--- config.mk ---
export PLATFORM = sky130hd
export DESIGN_NAME = sdp_y_mul_core_cfg_triosy_wait_dp_bank
export DESIGN_NICKNAME = d
export VERILOG_FILES = /design/src/rtl/sdp_y_mul_core_triosy_pkg.sv /design/src/rtl/sdp_y_mul_core_triosy_wait_dp_ch.sv /design/src/rtl/sdp_y_mul_core_cfg_triosy_wait_dp_bank.sv
export SDC_FILE = /design/constraint.sdc
export NUM_CORES = 1
export LEC_CHECK = 0
export ABC_AREA = 0
export BUFFER_PORTS_ARGS = -buffer_cell sky130_fd_sc_hd__buf_2
export CAP_MARGIN = 10
export CORE_AREA = 5 5 66 68
export CTS_CLUSTER_DIAMETER = 80
export CTS_CLUSTER_SIZE = 20
export DETAILED_ROUTE_END_ITERATION = 10
export DIE_AREA = 0 0 71 73
export SLEW_MARGIN = 20
export SYNTH_ARGS = -nofsm -noshare
export SYNTH_HDL_FRONTEND = slang
export SYNTH_HIERARCHICAL = 1
export SYNTH_SLANG_ARGS = --single-unit
--- constraint.sdc ---
create_clock -name nvdla_core_clk -period 1.2 [get_ports nvdla_core_clk]
set_input_delay 0.18 -clock nvdla_core_clk [delete_from_list [all_inputs] [get_ports nvdla_core_clk]]
set_output_delay 0.18 -clock nvdla_core_clk [all_outputs]
set_load 0.01 [all_outputs]
--- src/rtl/sdp_y_mul_core_triosy_pkg.sv ---
// Shared constants for the SDP Y mul core triosy wait datapath.
// Default bank sizing and named resource channel indices.
package sdp_y_mul_core_triosy_pkg;

   localparam int NUM_RSC_DEF  = 4;
   localparam int CNT_W_DEF    = 4;

   localparam int RSC_TRUNCATE = 0;
   localparam int RSC_SCALE    = 1;
   localparam int RSC_SHIFT    = 2;
   localparam int RSC_OFFSET   = 3;

endpackage

--- src/rtl/sdp_y_mul_core_triosy_wait_dp_ch.sv ---
// One triosy wait datapath channel: sticky bcwt, lz pulse, overrun, counter.
// Ports: clk/rstn, biwt, bdwt, cnt_clr in; lz, bcwt, ovf, hs_cnt out.
module sdp_y_mul_core_triosy_wait_dp_ch
   import sdp_y_mul_core_triosy_pkg::*;
#(
   parameter int CNT_W = CNT_W_DEF
) (
   input  logic             nvdla_core_clk,
   input  logic             nvdla_core_rstn,
   input  logic             biwt,
   input  logic             bdwt,
   input  logic             cnt_clr,
   output logic             lz,
   output logic             bcwt,
   output logic             ovf,
   output logic [CNT_W-1:0] hs_cnt
);

   logic ev;
   logic orun;
   logic sat;

   // Only a fresh completion counts; a repeat biwt on an
   // undrained completion is an overrun instead.
   assign ev   = biwt & ~bcwt;
   assign orun = biwt & bcwt & ~bdwt;
   assign sat  = &hs_cnt;

   always_ff @(posedge nvdla_core_clk or negedge nvdla_core_rstn) begin
      if (!nvdla_core_rstn) begin
         lz     <= 1'b0;
         bcwt   <= 1'b0;
         ovf    <= 1'b0;
         hs_cnt <= '0;
      end else begin
         lz   <= ev;
         bcwt <= ~bdwt & (bcwt | biwt);
         // A new overrun wins over a clear in the same edge.
         if (orun)
            ovf <= 1'b1;
         else if (cnt_clr)
            ovf <= 1'b0;
         if (cnt_clr)
            hs_cnt <= CNT_W'(ev);
         else if (ev && !sat)
            hs_cnt <= hs_cnt + 1'b1;
      end
   end

endmodule

--- src/rtl/sdp_y_mul_core_cfg_triosy_wait_dp_bank.sv ---
// Bank of triosy wait datapath channels plus the all_done qualifier.
// Ports: clk/rstn, core_wen, biwt, bdwt, cnt_clr in; lz, bcwt, all_done, ovf, hs_cnt out.
module sdp_y_mul_core_cfg_triosy_wait_dp_bank
   import sdp_y_mul_core_triosy_pkg::*;
#(
   parameter int NUM_RSC = NUM_RSC_DEF,
   parameter int CNT_W   = CNT_W_DEF
) (
   input  logic                     nvdla_core_clk,
   input  logic                     nvdla_core_rstn,
   input  logic                     core_wen,
   input  logic [NUM_RSC-1:0]       biwt,
   input  logic [NUM_RSC-1:0]       bdwt,
   input  logic                     cnt_clr,
   output logic [NUM_RSC-1:0]       lz,
   output logic [NUM_RSC-1:0]       bcwt,
   output logic                     all_done,
   output logic [NUM_RSC-1:0]       ovf,
   output logic [NUM_RSC*CNT_W-1:0] hs_cnt
);

   for (genvar i = 0; i < NUM_RSC; i++) begin : g_ch
      sdp_y_mul_core_triosy_wait_dp_ch #(
         .CNT_W (CNT_W)
      ) u_ch (
         .nvdla_core_clk  (nvdla_core_clk),
         .nvdla_core_rstn (nvdla_core_rstn),
         .biwt            (biwt[i]),
         .bdwt            (bdwt[i]),
         .cnt_clr         (cnt_clr),
         .lz              (lz[i]),
         .bcwt            (bcwt[i]),
         .ovf             (ovf[i]),
         .hs_cnt          (hs_cnt[i*CNT_W +: CNT_W])
      );
   end

   // A channel completing this cycle counts as done already.
   assign all_done = core_wen & (&(bcwt | biwt));

endmodule

==> results.md <==
* Result of the run: finished, violations left
* Failing checks: negative setup slack
* Number of antenna repair diodes at 0
* Buffers and inverters on the worst path at 2
* Final TNS setup at -0.0307 ns
* Most frequent cells in the layout: buf_2 (40), dfrtp_1 (28), buf_4 (20)
* Peak VDD IR at 0.455 mV
* Gate family responsible for the most delay along the worst path: flip-flops
* Final Core Density at between 50% and 60%
* Reg2reg setup slack at -0.01 ns
* Slew HR at between 50 and 60%
* Global placement routability congestion at 0.806
* Net count of the mapped netlist at 144
* RSZ-0062 raised after global routing: true
* Horizontal extent of the die at between 70 and 80 um
* Number of antenna violations at the first check in global routing at 0
* Number of global-route vias before repair at about 1,200
* Pins over their slew limit at 0
* DR WL/cell at 13.7 um
* Mean instance size in the synthesized netlist at 10.9 um^2
* Floorplan Core Area at 3800 um^2
* Element type at the critical path end: output port
* Type of the worst setup path: reg2out
* Worst-Skew Late Latency at around 0.27 ns
* Buffers from clock root to sink, at most at 2
* DIE HEIGHT at between 70 and 80 um
* Highest fanout seen on the critical path at 3
* Number of input and output port buffers inserted at 40
* Power consumption at between 2 and 2.5 mW
* Clock slew at reported path FFs at approximately 0.090 ns
* Clk sink count at 28
* First-pass GRT wire length at 5510 um
* Share of final-layout standard cells stronger than drive strength 1 at around half
* H-Tree Depth at 1
* TritonCTS clock tree: built
* Ordered cell list for the critical path: buf_6 > nor2_4 > nor3_2 > buf_2
* Maximum number of pins on one net before global-route repair at 29
* HPWL after detailed placement at 2380 um
* Critical Path Start Type: register
* R2R cell count at 4
* Worst setup margin at -0.0206 ns
* Setup crit start: g_ch[1].u_ch/bcwt$_DFF_PN0_
* Last element of the critical path: all_done
* Max-capacitance violation count at 0
* Standard-cell rows at 23
* Clock root buffer master: clkbuf_8
* IO Count at 41
* Type of the tightest min-delay check: in2reg
* Synth warn at 6
* Count of antenna-violating nets left after detailed routing at 0
* Commonest non-fill, non-tap cell in the layout: buf_2
* Number of nets in the final layout at about 210
* Share of the cycle needed by the critical path after routing at 102%
* EDFF count, synth at 0
* Measured slew at the worst slew-check pin at 0.601 ns
* Total track usage at a little over an eighth
* Worst r2r src: g_ch[2].u_ch/bcwt$_DFF_PN0_
* Post-synthesis register bit count at 28
* Starting Density at 36.9%
* Power Density at between 1000 and 1500 nW/um^2
* Detailed Route WL at between 3000 and 4000 um
* Cts bufs inserted at 3
* Fraction of synthesized cell area taken by the top area cell type at 50.0%
* Number of distinct library cells after synthesis at 17
* CP peak stage delay at 0.40 ns
* Critical Path Slowest Stage Cell: dfrtp_1
* Worst path arrival time at 1.04 ns
* DRC violation count after routing at 0
* Filler cells at 361
* Shortest period the worst path allows at 1.22 ns
* Summed instance area of the synthesized netlist at 1400 um^2
* Area leader, netlist: dfrtp_1
* Total number of vias at 1,190
* Most instantiated flip-flop cell in the synthesis netlist: dfrtp_1
* Static power due to leakage at 0.969 nW
* Hold wc startpoint: bdwt[2]
* Register area share after synthesis at around 50%
* Setup-failing EPs final at 2
* Synth area leaders: dfrtp_1 (50%), and4b_1 (5.7%), o311ai_2 (4.6%)
* DRC violation total after the first TritonRoute iteration at 48
* Count of TritonRoute iterations in the first routing pass at 4
* Number of instances in the synthesized netlist at 128
* Async S/R FF share, synth at 100%
* Global route overflow at 0
* Final Hold Viols at 0
* Area growth syn-to-layout at 40.1%
* Critical path required time at 1.02 ns
* Clock Skew at 0.00863 ns
* Peak Freq at a little over 800 MHz
* Die outline area at 5180 um^2
* R2R Path End: g_ch[2].u_ch/hs_cnt[3]$_DFFE_PN0P_
* Average vias per placed instance at approximately 4.9
* Total stage count of the critical path at 4
* Final hold slack at around 0.075 ns
[cell families after synthesis]
group / synth area share (%)
simple gates: 24.2
compound gates: 16.9
flops: 50.0
buf+inv: 5.36
fa+ha+maj: 3.57
[stage by stage]
| stage | instances | instance area [um^2] | setup slack, ns |
|---|---|---|---|
| after floorplan | 128 | 1430 | 0.0194 |
| after global placement | 230 | 1770 | 0.0987 |
| after detailed placement | 230 | 1770 | 0.0446 |
| after CTS | 239 | 1880 | -0.0347 |
| after global routing | 241 | 1960 | -0.0847 |
| final | 241 | 1960 | -0.0206 |
[sequential cells by signal, indices dropped and copies added (netlist names)]
signal,cells
g_ch.u_ch/ovf,4
g_ch.u_ch/hs_cnt,16
g_ch.u_ch/lz,4
g_ch.u_ch/bcwt,4
[worst min-delay path by stage]
| stage | to | cells past startpoint |
|---|---|---|
| after CTS | g_ch[2].u_ch/bcwt$_DFF_PN0_ | 2 |
| after detailed placement | g_ch[0].u_ch/hs_cnt[0]$_DFFE_PN0P_ | 2 |
| final | g_ch[2].u_ch/bcwt$_DFF_PN0_ | 2 |
| after global routing | g_ch[2].u_ch/bcwt$_DFF_PN0_ | 2 |
| after floorplan | g_ch[0].u_ch/bcwt$_DFF_PN0_ | 0 |
| after global placement | g_ch[0].u_ch/lz$_DFF_PN0_ | 2 |
[cell usage after synthesis, types with 5 or more instances]
cell type / n
inv_1: 8
nand3_1: 12
and4b_1: 8
dfrtp_1: 28
o22ai_1: 5
nor3_2: 5
nand2_1: 8
a21oi_1: 12
nor2_1: 9
nor2b_1: 8
[where the power goes]
part	internal (mW)	switching, mW	leakage (nW)	total (mW)
Combinational	0.255	0.261	0.580	0.516
Clock	0.225	0.264	0.0216	0.488
Sequential	1.01	0.0449	0.367	1.05
Total	1.49	0.569	0.969	2.05
[layer usage]
layer / routed length, um / vias to the layer above / share of wire (%) / GRT usage, %
met4: 16 / 0 / 0.49 / 4.38
met3: 128 / 2 / 3.9 / 1.79
li1: - / 591 / - / -
met1: 1490 / 574 / 45 / 16.8
met2: 1660 / 23 / 50 / 23.0
met5: 0 / - / 0 / 0
[cell type report]
cell class                 count  area [um^2]  share of cell area, %
tap                           50         62.6                   3.19
inverter                       8         30.0                   1.53
multi-input combinational     88          734                   37.4
clock buffer                   3         41.3                   2.10
timing repair buffer          64          394                   20.1
sequential                    28          701                   35.7
[worst register-to-register path, cell delays in order (launching register included)]
cell and delay [ns]:
dfrtp_1 0.41, buf_6 0.13, and4b_1 0.29, a21oi_2 0.07
a311oi_2 0.23
[timing repair]
item / CTS / global route
endpoints found under the setup margin: 1 / 15
buffers inserted: 5 / 2
gates resized for setup: 5 / 12
pin swaps: 3 / 8
hold buffers: 1 / 0
endpoints found under the hold margin: 28 / 0
Power figures use the tool's default switching activity.
